## config.mk

```make
export PLATFORM = sky130hd
export DESIGN_NAME = ahb3lite_apb_bridge
export DESIGN_NICKNAME = d
export VERILOG_FILES = /design/src/rtl/ahb3lite_pkg.sv /design/src/rtl/ahb3lite_apb_bridge.sv
export SDC_FILE = /design/constraint.sdc
export NUM_CORES = 1
export LEC_CHECK = 0
export CORE_MARGIN = 8
export CORE_UTILIZATION = 43
export CTS_BUF_LIST = sky130_fd_sc_hd__clkbuf_8 sky130_fd_sc_hd__clkbuf_16
export DETAILED_ROUTE_END_ITERATION = 8
export DONT_BUFFER_PORTS = 1
export HOLD_SLACK_MARGIN = 0.1
export PLACE_DENSITY = 0.56
export SYNTH_ARGS = -nofsm -noshare
export SYNTH_HDL_FRONTEND = slang
export SYNTH_SLANG_ARGS = --single-unit
```

## constraint.sdc

```tcl
create_clock -name HCLK -period 1.5 [get_ports HCLK]
set_input_delay 0.15 -clock HCLK [delete_from_list [all_inputs] [get_ports HCLK]]
set_output_delay 0.15 -clock HCLK [all_outputs]
set_load 0.05 [all_outputs]
```

## src/rtl/ahb3lite_pkg.sv

```systemverilog
// Shared AHB3-Lite encodings plus the APB PPROT and byte-strobe helpers
// used by the AHB-to-APB bridge.
package ahb3lite_pkg;

    localparam logic [1:0] HTRANS_IDLE   = 2'b00;
    localparam logic [1:0] HTRANS_BUSY   = 2'b01;
    localparam logic [1:0] HTRANS_NONSEQ = 2'b10;
    localparam logic [1:0] HTRANS_SEQ    = 2'b11;

    localparam logic [2:0] HSIZE_BYTE  = 3'b000;
    localparam logic [2:0] HSIZE_HWORD = 3'b001;
    localparam logic [2:0] HSIZE_WORD  = 3'b010;
    localparam logic [2:0] HSIZE_DWORD = 3'b011;

    localparam logic HRESP_OKAY  = 1'b0;
    localparam logic HRESP_ERROR = 1'b1;

    localparam logic [2:0] PPROT_PRIVILEGED  = 3'b001;
    localparam logic [2:0] PPROT_NONSECURE   = 3'b010;
    localparam logic [2:0] PPROT_INSTRUCTION = 3'b100;

    // Byte lanes touched by an access; the offset is aligned down to the
    // transfer size and wrapped to the bus width (4 or 8 bytes).
    function automatic logic [7:0] apb_pstrb(input logic [2:0]  hsize,
                                             input logic [2:0]  haddr_lsbs,
                                             input int unsigned data_bytes);
        logic [7:0] lanes;
        logic [2:0] align;
        logic [2:0] offs;
        case (hsize)
            HSIZE_BYTE:  begin lanes = 8'h01; align = 3'b111; end
            HSIZE_HWORD: begin lanes = 8'h03; align = 3'b110; end
            HSIZE_WORD:  begin lanes = 8'h0F; align = 3'b100; end
            HSIZE_DWORD: begin lanes = 8'hFF; align = 3'b000; end
            default:     begin lanes = 8'h00; align = 3'b000; end
        endcase
        offs = haddr_lsbs & align;
        if (data_bytes < 8) begin
            offs[2] = 1'b0;
        end
        return lanes << offs;
    endfunction

endpackage

```

## src/rtl/ahb3lite_apb_bridge.sv

```systemverilog
// AHB3-Lite slave to APB4 master bridge: one APB setup/access per accepted
// AHB transfer, with AHB wait states until the completer answers.
module ahb3lite_apb_bridge
    import ahb3lite_pkg::*;
#(
    parameter int HADDR_SIZE = 32,
    parameter int HDATA_SIZE = 32,
    parameter int PADDR_SIZE = 8
) (
    input  logic                    HCLK,
    input  logic                    HRESETn,
    input  logic                    HSEL,
    input  logic [HADDR_SIZE-1:0]   HADDR,
    input  logic [HDATA_SIZE-1:0]   HWDATA,
    input  logic                    HWRITE,
    input  logic [2:0]              HSIZE,
    input  logic [2:0]              HBURST,
    input  logic [3:0]              HPROT,
    input  logic [1:0]              HTRANS,
    input  logic                    HMASTLOCK,
    input  logic                    HREADY,
    output logic [HDATA_SIZE-1:0]   HRDATA,
    output logic                    HREADYOUT,
    output logic                    HRESP,
    output logic                    PSEL,
    output logic                    PENABLE,
    output logic [2:0]              PPROT,
    output logic                    PWRITE,
    output logic [PADDR_SIZE-1:0]   PADDR,
    output logic [HDATA_SIZE-1:0]   PWDATA,
    output logic [HDATA_SIZE/8-1:0] PSTRB,
    input  logic [HDATA_SIZE-1:0]   PRDATA,
    input  logic                    PREADY,
    input  logic                    PSLVERR
);

    localparam int         STRB_W   = HDATA_SIZE / 8;
    localparam logic [2:0] SIZE_MAX = (HDATA_SIZE == 64) ? HSIZE_DWORD : HSIZE_WORD;

    localparam logic [2:0] ST_IDLE   = 3'd0;
    localparam logic [2:0] ST_DATA   = 3'd1;
    localparam logic [2:0] ST_SETUP  = 3'd2;
    localparam logic [2:0] ST_ACCESS = 3'd3;
    localparam logic [2:0] ST_DONE   = 3'd4;
    localparam logic [2:0] ST_ERR1   = 3'd5;
    localparam logic [2:0] ST_ERR2   = 3'd6;

    logic [2:0]            state_q, state_d;
    logic [2:0]            hsize_q;
    logic [HDATA_SIZE-1:0] hrdata_q;
    logic                  hreadyout_q, hresp_q;
    logic                  psel_q, penable_q, pwrite_q;
    logic [2:0]            pprot_q;
    logic [PADDR_SIZE-1:0] paddr_q;
    logic [HDATA_SIZE-1:0] pwdata_q;
    logic [STRB_W-1:0]     pstrb_q, pstrb_d;
    logic                  accept;
    logic                  unused_inputs;

    assign unused_inputs = &{1'b0, HBURST, HMASTLOCK, HPROT[3:2], HTRANS[0],
                             HADDR[HADDR_SIZE-1:PADDR_SIZE]};

    // New address phases are only taken while the bridge is driving HREADYOUT high.
    assign accept = HSEL && HREADY && HTRANS[1]
                    && (state_q == ST_IDLE || state_q == ST_DONE || state_q == ST_ERR2);

    always_comb begin
        state_d = state_q;
        case (state_q)
            ST_IDLE, ST_DONE, ST_ERR2: state_d = accept ? ST_DATA : ST_IDLE;
            ST_DATA:                   state_d = (hsize_q > SIZE_MAX) ? ST_ERR1 : ST_SETUP;
            ST_SETUP:                  state_d = ST_ACCESS;
            ST_ACCESS: begin
                if (PREADY) begin
                    state_d = PSLVERR ? ST_ERR1 : ST_DONE;
                end
            end
            ST_ERR1:                   state_d = ST_ERR2;
            default:                   state_d = ST_IDLE;
        endcase
    end

    always_comb begin
        pstrb_d = pwrite_q ? STRB_W'(apb_pstrb(hsize_q, paddr_q[2:0], STRB_W)) : '0;
    end

    always_ff @(posedge HCLK) begin
        if (!HRESETn) begin
            state_q     <= ST_IDLE;
            hsize_q     <= HSIZE_BYTE;
            hrdata_q    <= '0;
            hreadyout_q <= 1'b1;
            hresp_q     <= HRESP_OKAY;
            psel_q      <= 1'b0;
            penable_q   <= 1'b0;
            pwrite_q    <= 1'b0;
            pprot_q     <= '0;
            paddr_q     <= '0;
            pwdata_q    <= '0;
            pstrb_q     <= '0;
        end else begin
            state_q     <= state_d;
            // Handshake outputs are registered copies of what the next state drives.
            hreadyout_q <= (state_d == ST_IDLE) || (state_d == ST_DONE) || (state_d == ST_ERR2);
            hresp_q     <= (state_d == ST_ERR1) || (state_d == ST_ERR2);
            psel_q      <= (state_d == ST_SETUP) || (state_d == ST_ACCESS);
            penable_q   <= (state_d == ST_ACCESS);

            if (accept) begin
                paddr_q  <= HADDR[PADDR_SIZE-1:0];
                pwrite_q <= HWRITE;
                hsize_q  <= HSIZE;
                pprot_q  <= {~HPROT[0], 1'b0, HPROT[1]};
            end

            if (state_q == ST_DATA) begin
                pwdata_q <= HWDATA;
                pstrb_q  <= pstrb_d;
            end

            if (state_q == ST_ACCESS && PREADY && !PSLVERR && !pwrite_q) begin
                hrdata_q <= PRDATA;
            end
        end
    end

    assign HRDATA    = hrdata_q;
    assign HREADYOUT = hreadyout_q;
    assign HRESP     = hresp_q;
    assign PSEL      = psel_q;
    assign PENABLE   = penable_q;
    assign PPROT     = pprot_q;
    assign PWRITE    = pwrite_q;
    assign PADDR     = paddr_q;
    assign PWDATA    = pwdata_q;
    assign PSTRB     = pstrb_q;

endmodule

```

==> out/metrics.cfg, run 1 <==
[floorplanning]
row_count=32
die_w_um=106
ios=200
die_h_um=106
start_util_pct=44.6
core_area_mm2=0.00777
design.die.area_mm2=0.0112

[global_route]
grt.total_usage_pct=17.3
grt_pass1_vias=3197
grt_util_met2_pct=31.7
grt_pass1_wl_um=15800
grt_max_degree=88
grtUsageMet3_pct=6.70
grt-ovfl-total=0
grt_util_met1_pct=17.6
antenna_found_initial=0
grt.busiest_layer=met2

[routing]
routed_wl_um=10200
routed-via-count=3119
drt_iter0_markers=109
ant_nets=0
remaining_drc_errors=0
viasPerCell=4.75
routedWlPerCell_um=15.6
dr.pass1.iters=4

[layout]
final_common_cell=nand2_1
drive_gt1_share_pct=21.8
fillers=629
areaGrowthSynthToFinish_pct=51.6
final_cell_mix=nand2_1 (136), dfxtp_1 (87), buf_4 (87)
diodes=0
final_nets=665

[critical_path]
path_cells=nand2b_4, buf_4, nor4_4, buf_4, buf_12, nand2_1, a21boi_1
crit_arrival_ns=1.71
cpPeakStageDelay_ns=0.32
cp_max_fo=16
path_buf_inv=3
cpMaxStageDelayCell=dfxtp_1
cp-end-kind=flop
crit_path_start_kind=flop
worstSetupPathType=flop to flop
critPathTopFamily=simple AND/OR/NAND/NOR gates
cpMostUsedCell=buf_4
cp.required_ns=1.77

[pwr]
peakVddDrop_mv=0.654
leakage_nw=2.04
power_density_mw_per_mm2=920

[timing]
fmax_mhz=694
fin_crit_sh_pct=96.1
setup-violations-final=0
fin_tns_setup_ns=0
skew_ns=0.00940
fin_ws_ns=0.0592
hold_slack_ns=0.134
grt_setup_unrepaired=yes
period_needed_ns=1.44
hold_violations=0
finalMaxSlewViolations=0

[placed_design]
routabilityCongestion=0.769
dpl_worst_slack_ns=-0.00628
io_buffers=0
dp_hpwl_um=6370

[cts]
clk_latency_ns=0.34
clk_path_buf_depth=2
cts_made_buffers=9
cts-root-buf=clkbuf_8
htreeDepth=3
clkSinkCount=89
clk_pin_slew_ns=0.09
cts_tree=built

[synth]
syn_avg_cell_area_um2=8.88
yosys-top-cells-area=dfxtp_1 (51%), nand2_1 (15%), a21boi_0 (8.2%), a21boi_1 (6.7%), mux2i_1 (3.8%)
synth_top_area_share_pct=51.4
yosys_warnings=0
synthesis.nets=506
ys_ff_latch=89
synth-seq-area-share_pct=51.4
syn_inst=390
netlist_area_mm2=0.00346
synth_cell_types=32
synth_top_area_cell=dfxtp_1

[outcome]
status=complete, no violations

[min_path]
hp-class=input pin to flop

[job]
maxCapViolations=0

-- stage by stage --
| step | util (%) | std cells | area [um^2] | power [mW] |
|---|---|---|---|---|
| floorplan | - | 390 | 3470 | 2.93 |
| global placement | 53.7 | 557 | 4170 | 3.04 |
| detailed placement | 53.7 | 557 | 4170 | 3.05 |
| CTS | 66.9 | 653 | 5190 | 4.88 |
| global route | 67.6 | 656 | 5250 | 5.03 |
| finish | 67.6 | 656 | 5250 | 4.83 |
-- timing repair --
item                                   CTS  global route
hold buffers                            80             0
setup endpoints to repair               13            34
cloned                                   0             1
resized for setup                        1             9
buffers inserted                         0             2
endpoints found under the hold margin   89             0
pin swaps                                0             1
-- cells in the mapped netlist --
master and instances:
a22oi_1 1, o21ai_0 6, clkbuf_1 9, or4_4 1, a21boi_0 38, nand3_1 2
nor2_1 7, mux2i_1 13, nand2_1 136, nor4b_1 1, o21bai_1 1, buf_2 9
nand2b_4 1, nand4b_1 1, buf_4 3, dfxtp_1 89, nor2b_1 15, inv_1 2
conb_1 1, nor4_2 1, a21oi_1 3, o211a_1 1, buf_6 6, a221oi_1 1
nand2b_1 4, and2_1 2, a211oi_1 1, nor3b_2 1, a21boi_1 31, or3b_2 1
o21a_1 1, and3_1 1
-- layout make-up --
cell class | count | area (um^2) | share of cell area, %
Inverter | 2 | 7.51 | 0.143
Timing Repair Buffer | 175 | 1600 | 30.5
Clock inverter | 3 | 22.5 | 0.429
Tap cell | 102 | 128 | 2.43
Multi-Input combinational cell | 272 | 1530 | 29.1
Clock buffer | 13 | 179 | 3.41
Sequential cell | 89 | 1780 | 34.0
-- state kept, by name (all words and copies together), names as in the netlist --
register,flops
HRDATA,32
PWDATA,32
PADDR,8
PSTRB,4
hsize_q,3
state_q,3
PPROT,2
HREADYOUT,1
HRESP,1
PENABLE,1
PSEL,1
PWRITE,1
-- layer usage --
metal / up-vias / share of wire [%]
met1: 1414 / 39
li1: 1581 / -
met3: 9 / 8.5
met5: - / 0
met4: 0 / 0.91
met2: 115 / 52
-- cells by family (layout without fill, tap and decap cells) --
logic type / after synthesis / after routing / synth area share (%)
DFF: 89 / 89 / 51.4
and+or+nand+nor: 174 / 174 / 22.0
AOI/OAI and AO/OA: 84 / 84 / 17.7
muxes: 13 / 13 / 3.76
buffers and inverters: 29 / 193 / 5.09
other: 1 / 1 / 0.108
-- report_power, final --
part / internal [mW] / switching (mW)
Combinational: 0.334 / 0.405
Clock: 0.785 / 0.831
Sequential: 2.43 / 0.0492
Total: 3.54 / 1.29
-- path summary, 6_finish.rpt --
kind	startpoint	to	slack [ns]	cells after the start
worst max-delay path	state_q[2]	HRDATA[18]	0.06	7
worst min-delay path	HRESETn	HREADYOUT	0.13	2
worst max register to register	state_q[2]	HRDATA[18]	0.06	7
worst min register to register	HRDATA[6]	HRDATA[6]	0.46	2
(Power assumes the default switching activity.)
==> inputs of run 2 (changes only) <==
Settings changed: ABC_AREA set to 1, PLACE_DENSITY 0.56 to 0.67.
==> run 2 against run 1 <==
Compared with the run above:
- synthesized cell count increased by 9.7%
- die area decreased by 4.8%
- fmax increased by 4.8%
- clock-buffer cell count decreased by 2
- utilization increased by 0.98 points
- critical path type is now input pin to flop
- largest cell class unchanged
==> out/metrics.cfg, run 2 <==
[layout]
fillers=601  ; -4.5%
drive_gt1_share_pct=18.7  ; -3.1 points
final_common_cell=nor2_1
final_nets=698  ; +5.0%
areaGrowthSynthToFinish_pct=53.1
final_cell_mix=nor2_1 (98), dfxtp_1 (89), nand2_1 (88)

[timing]
fin_crit_sh_pct=91.7  ; -4.4 points
fmax_mhz=727  ; +4.8%
hold_violations=0  ; unchanged
setup-violations-final=0  ; unchanged
max_slew_margin_pct=63.5
tightest_slew_ns=0.547
fin_ws_ns=0.125  ; +0.0655 ns
grt_setup_unrepaired=no
skew_ns=0.00624  ; -0.00315 ns
finalMaxSlewViolations=0  ; unchanged
period_needed_ns=1.38  ; -0.0655 ns
fin_tns_setup_ns=0  ; unchanged

[routing]
viasPerCell=4.93  ; +3.8%
routed_wl_um=10700  ; +4.3%
drt_iter0_markers=113  ; +3.7%
routedWlPerCell_um=15.5  ; -0.36%
ant_nets=0  ; unchanged
routed-via-count=3390  ; +8.7%
remaining_drc_errors=0  ; unchanged
dr.pass1.iters=4  ; unchanged

[critical_path]
path_cells=dlygate4sd3_1, nand2_1, nor2_1, nand3_2, inv_2, buf_12, nor2_1, nor2_1
crit_path_start_kind=input pin
cpMostUsedCell=nor2_1
cpPeakStageDelay_ns=0.54  ; +0.22 ns
worstSetupPathType=input pin to flop
crit_cells=8  ; +1
path_buf_inv=3  ; unchanged
crit_arrival_ns=1.65  ; -0.06 ns
critPathTopFamily=buffers and inverters
reg2reg_depth=7  ; unchanged
cpMaxStageDelayCell=dlygate4sd3_1
cp-end-kind=flop
cp_max_fo=23  ; +7
cp.required_ns=1.78  ; about the same

[job]
maxCapViolations=0  ; unchanged

[cts]
cts-root-buf=clkbuf_8
clkSinkCount=89  ; unchanged
post_cts_buffers=0  ; unchanged
post_cts_resized=0  ; -1
cts_tree=built
htreeDepth=3  ; unchanged
clk_path_buf_depth=2  ; unchanged
cts_hold_buf=81  ; +1.3%
clk_latency_ns=0.35  ; about the same
cts_made_buffers=9  ; unchanged
clk_pin_slew_ns=0.09  ; about the same

[synth]
ys_ff_latch=89  ; unchanged
synth_top_area_share_pct=54.5  ; +3.1 points
synth-seq-area-share_pct=54.5  ; +3.1 points
synth-edff-count=0  ; unchanged
yosysMostFrequentCell=nor2_1
synth_cell_types=21  ; -34%
async_flop_share_pct=0  ; unchanged
synthesis.nets=544  ; +7.5%
netlist_area_mm2=0.00327  ; -5.7%
ys.flop_type=dfxtp_1
synth_common_cells=nor2_1 (98), dfxtp_1 (89), nand2_1 (88)
yosys_warnings=0  ; unchanged
synth_top_area_cell=dfxtp_1
syn_inst=428  ; +9.7%
syn_avg_cell_area_um2=7.64  ; -14%
yosys-top-cells-area=dfxtp_1 (55%), nor2_1 (11%), nand2_1 (10%), o21ai_0 (6.7%), a21oi_1 (5.7%)

[floorplanning]
die_w_um=103  ; -2.4%
design.die.area_mm2=0.0106  ; -4.8%
row_count=31  ; -3.1%
start_util_pct=44.8  ; +0.21 points
die_h_um=103  ; -2.4%
core_area_mm2=0.00729  ; -6.1%
ios=200  ; unchanged

[global_route]
grt_max_degree=51  ; -42%
antenna_found_initial=0  ; unchanged
grt_pass1_vias=3373  ; +5.5%
grt_pass1_wl_um=16000  ; +0.92%
grt-ovfl-total=0  ; unchanged
grt.total_usage_pct=19.2  ; +1.8 points

[pwr]
p_sw_share_pct=26.4  ; -0.22 points
power_density_mw_per_mm2=1020  ; +11%
leakage_nw=2.12  ; +3.6%
internal_power_mw=3.77  ; +6.3%
peakVddDrop_mv=0.721  ; +10%
p_comb_share_pct=15.2  ; about the same
pwr-share-clk_pct=36.2  ; +2.7 points
p_switching_mw=1.35  ; +5.1%
total_power_mw=5.12  ; +6.0%
seqPwrFrac_pct=48.6  ; -2.6 points

[placed_design]
io_buffers=0  ; unchanged
dp_hpwl_um=6600  ; +3.6%
routabilityCongestion=0.811  ; +5.5%
dpl_worst_slack_ns=0.202  ; +0.208 ns

[min_path]
hold_depth=5  ; +3
hp-class=input pin to flop

[outcome]
status=complete, no violations

run 2: cell count changes in the layout (fill, tap and decap cells not counted), sizes merged, moves of 10 or more:
cell / delta
a21boi: -69
a21oi: +34
inv: +14
mux2i: -13
nand2: -48
nand3: +10
nor2: +93
nor2b: -15
nor3: +13
o21ai: +39
run 2: layout make-up:
class | instances | area [um^2] | share of cell area, %
repair buffers | 169 | 1520 | 30.4
well taps | 99 | 124 | 2.48
diodes | 1 | 2.50 | 0.0500
flip-flops and latches | 89 | 1780 | 35.6
clock buffers | 11 | 151 | 3.03
clock inverters | 5 | 78.8 | 1.58
inverters | 15 | 56.3 | 1.13
multi-input cells | 298 | 1290 | 25.8
run 2: power by group through the flow:
stage	clock network (mW)	registers, mW	logic (mW)
floorplan	0	2.74	0.226
global placement	0	2.54	0.565
detailed placement	0	2.54	0.575
CTS	1.89	2.49	0.768
global route	1.99	2.50	0.830
finish	1.85	2.49	0.778
run 2: kinds of logic after synthesis:
logic type             after synthesis  synth area share (%)
AO/OA/AOI/OAI                       83                  12.8
buffers and inverters               41                  6.05
flip-flops                          89                  54.5
other                                1                 0.115
AND/OR/NAND/NOR                    214                  26.5
run 2: worst register-to-register path, cell delays in order (launching register included):
cell and delay (ns):
dfxtp_1 0.34, nand2_1 0.12, nor2_1 0.14, nand3_2 0.09, inv_2 0.18, buf_12 0.20, nor2_1 0.07, nor2_1 0.18
run 2: path summary, 6_finish.rpt:
| check | startpoint | to | slack, ns |
|---|---|---|---|
| max | PREADY | HRDATA[20] | 0.12 |
| min | PREADY | state_q[0] | 0.14 |
| max reg2reg | state_q[0] | HRDATA[20] | 0.13 |
| min reg2reg | PSTRB[2] | PSTRB[2] | 0.47 |
run 2: stage by stage:
stage / std cells / instance area, um^2 / hold WS (ns) / util, %
floorplan: 428 / 3270 / 0.292 / -
global placement: 589 / 3950 / 0.250 / 54.2
detailed placement: 589 / 3950 / 0.253 / 54.2
CTS: 686 / 5000 / 0.118 / 68.6
global route: 686 / 5000 / 0.132 / 68.6
finish: 687 / 5000 / 0.143 / 68.6
run 2: routing by layer:
metal  global-route usage (%)  part of all wire, %  up-vias
li1                         -                    -     1669
met1                     19.0                   37     1563
met2                     35.9                   53      138
met3                     4.75                  7.6       20
met4                     10.2                  2.6        0
met5                        0                    0        -
==> inputs of run 3 (changes only) <==
Settings changed: CTS_BUF_LIST sky130_fd_sc_hd__clkbuf_8 sky130_fd_sc_hd__clkbuf_16 to sky130_fd_sc_hd__clkbuf_8, RECOVER_POWER set to 100.
==> run 3 against run 2 <==
Compared with the run above:
- utilization decreased by 3.5 points
- first-iteration DRC count increased by 27%
- fmax decreased by 1.2%
- sequential share of layout area increased by 1.9 points
- largest cell class unchanged
- design area decreased by 5.1%
- sequential power about the same
- clock-buffer cell count unchanged
- clock power about the same
- largest power group unchanged
- die area unchanged
- critical path depth decreased by 3
- total power decreased by 1.0%
==> out/metrics.cfg, run 3 (synthesized netlist as in run 2, its figures left out) <==
[floorplanning]
die_w_um=103  ; unchanged
die_h_um=103  ; unchanged
design.die.area_mm2=0.0106  ; unchanged
core_area_mm2=0.00729  ; unchanged
row_count=31  ; unchanged
ios=200  ; unchanged
start_util_pct=44.8  ; unchanged

[timing]
fin_tns_setup_ns=0  ; unchanged
grt_setup_unrepaired=no
hold_violations=0  ; unchanged
period_needed_ns=1.39  ; +0.0172 ns
fmax_mhz=718  ; -1.2%
finalMaxSlewViolations=0  ; unchanged
tightest_slew_ns=0.657  ; +0.110 ns
setup-violations-final=0  ; unchanged
skew_ns=0.00711  ; +0.000870 ns
fin_crit_sh_pct=92.8  ; +1.1 points
max_slew_margin_pct=56.2  ; -7.3 points

[routing]
viasPerCell=4.96  ; +0.47%
ant_nets=0  ; unchanged
remaining_drc_errors=0  ; unchanged
routedWlPerCell_um=15.5  ; -0.39%
dr.pass1.iters=4  ; unchanged
routed_wl_um=10600  ; -0.39%
routed-via-count=3406  ; +0.47%
drt_iter0_markers=143  ; +27%

[cts]
htreeDepth=3  ; unchanged
post_cts_buffers=0  ; unchanged
clk_path_buf_depth=2  ; unchanged
cts-root-buf=clkbuf_8
cts_hold_buf=81  ; unchanged
cts_made_buffers=9  ; unchanged
clkSinkCount=89  ; unchanged
clk_pin_slew_ns=0.08  ; about the same
post_cts_resized=0  ; unchanged
clk_latency_ns=0.35  ; about the same
cts_tree=built

[layout]
areaGrowthSynthToFinish_pct=45.3
final_cell_mix=nor2_1 (99), dfxtp_1 (89), nand2_1 (88)
drive_gt1_share_pct=13.6  ; -5.1 points
final_nets=698  ; unchanged
final_common_cell=nor2_1
fin_area_mm2=0.00475  ; -5.1%

[global_route]
grt_pass1_wl_um=16000  ; unchanged
grt_pass1_vias=3373  ; unchanged
grt.total_usage_pct=19.2  ; unchanged
antenna_found_initial=0  ; unchanged
grt_max_degree=51  ; unchanged
grt-ovfl-total=0  ; unchanged

[min_path]
hp-class=input pin to flop

[critical_path]
cp.required_ns=1.73  ; -0.05 ns
crit_arrival_ns=1.62  ; -0.03 ns
crit_path_start_kind=input pin
cp-end-kind=flop
worstSetupPathType=input pin to flop
cp_max_fo=50  ; +120%

[placed_design]
dpl-instance-area_mm2=0.00395  ; unchanged
io_buffers=0  ; unchanged
routabilityCongestion=0.811  ; unchanged
dp_hpwl_um=6600  ; unchanged

[job]
maxCapViolations=0  ; unchanged

[pwr]
peakVddDrop_mv=0.719  ; -0.29%
power_density_mw_per_mm2=1070  ; +4.3%
leakage_nw=1.95  ; -7.6%

[outcome]
status=complete, no violations

## run 3: layout make-up
class | count | area, um^2
fillers | 671 | 2540
flip-flops and latches | 89 | 1780
repair buffers | 169 | 1280
multi-input cells | 298 | 1270
clock buffers | 11 | 151
well taps | 99 | 124
clock inverters | 5 | 78.8
inverters | 15 | 56.3
diodes | 1 | 2.50
## run 3: worst max-delay path, stage by stage
cell           delay, ns
dlygate4sd3_1       0.58
buf_12              0.19
inv_1               0.24
clkbuf_4            0.36
a21oi_1             0.08
## run 3: routing by layer
layer	routed length, um	vias up	track usage [%]
met5	0	-	0
met4	261	0	10.2
met3	852	20	4.75
met2	5640	138	35.9
met1	3890	1572	19.0
li1	-	1676	-
## run 3: power breakdown
| part | switching [mW] | internal [mW] |
|---|---|---|
| clock | 0.823 | 1.02 |
| combinational | 0.464 | 0.268 |
| sequential | 0.0561 | 2.43 |
| total | 1.34 | 3.72 |
## run 3: final timing paths
path / cells after the start / start / endpoint / slack (ns)
min reg2reg: 2 / PSTRB[2] / PSTRB[2] / 0.47
max: 5 / HRESETn / PWDATA[2] / 0.11
min: 5 / PREADY / state_q[0] / 0.13
max reg2reg: 8 / state_q[0] / HREADYOUT / 0.14
## run 3: stage by stage
| stage | hold slack, ns | std cells | power [mW] | util (%) | worst slack (ns) |
|---|---|---|---|---|---|
| floorplan | 0.292 | 428 | 2.97 | - | 0.153 |
| global placement | 0.250 | 589 | 3.11 | 54.2 | 0.235 |
| detailed placement | 0.253 | 589 | 3.12 | 54.2 | 0.202 |
| CTS | 0.118 | 686 | 5.14 | 68.6 | 0.174 |
| global route | 0.132 | 686 | 5.27 | 65.1 | 0.0131 |
| finish | 0.132 | 687 | 5.07 | 65.1 | 0.108 |
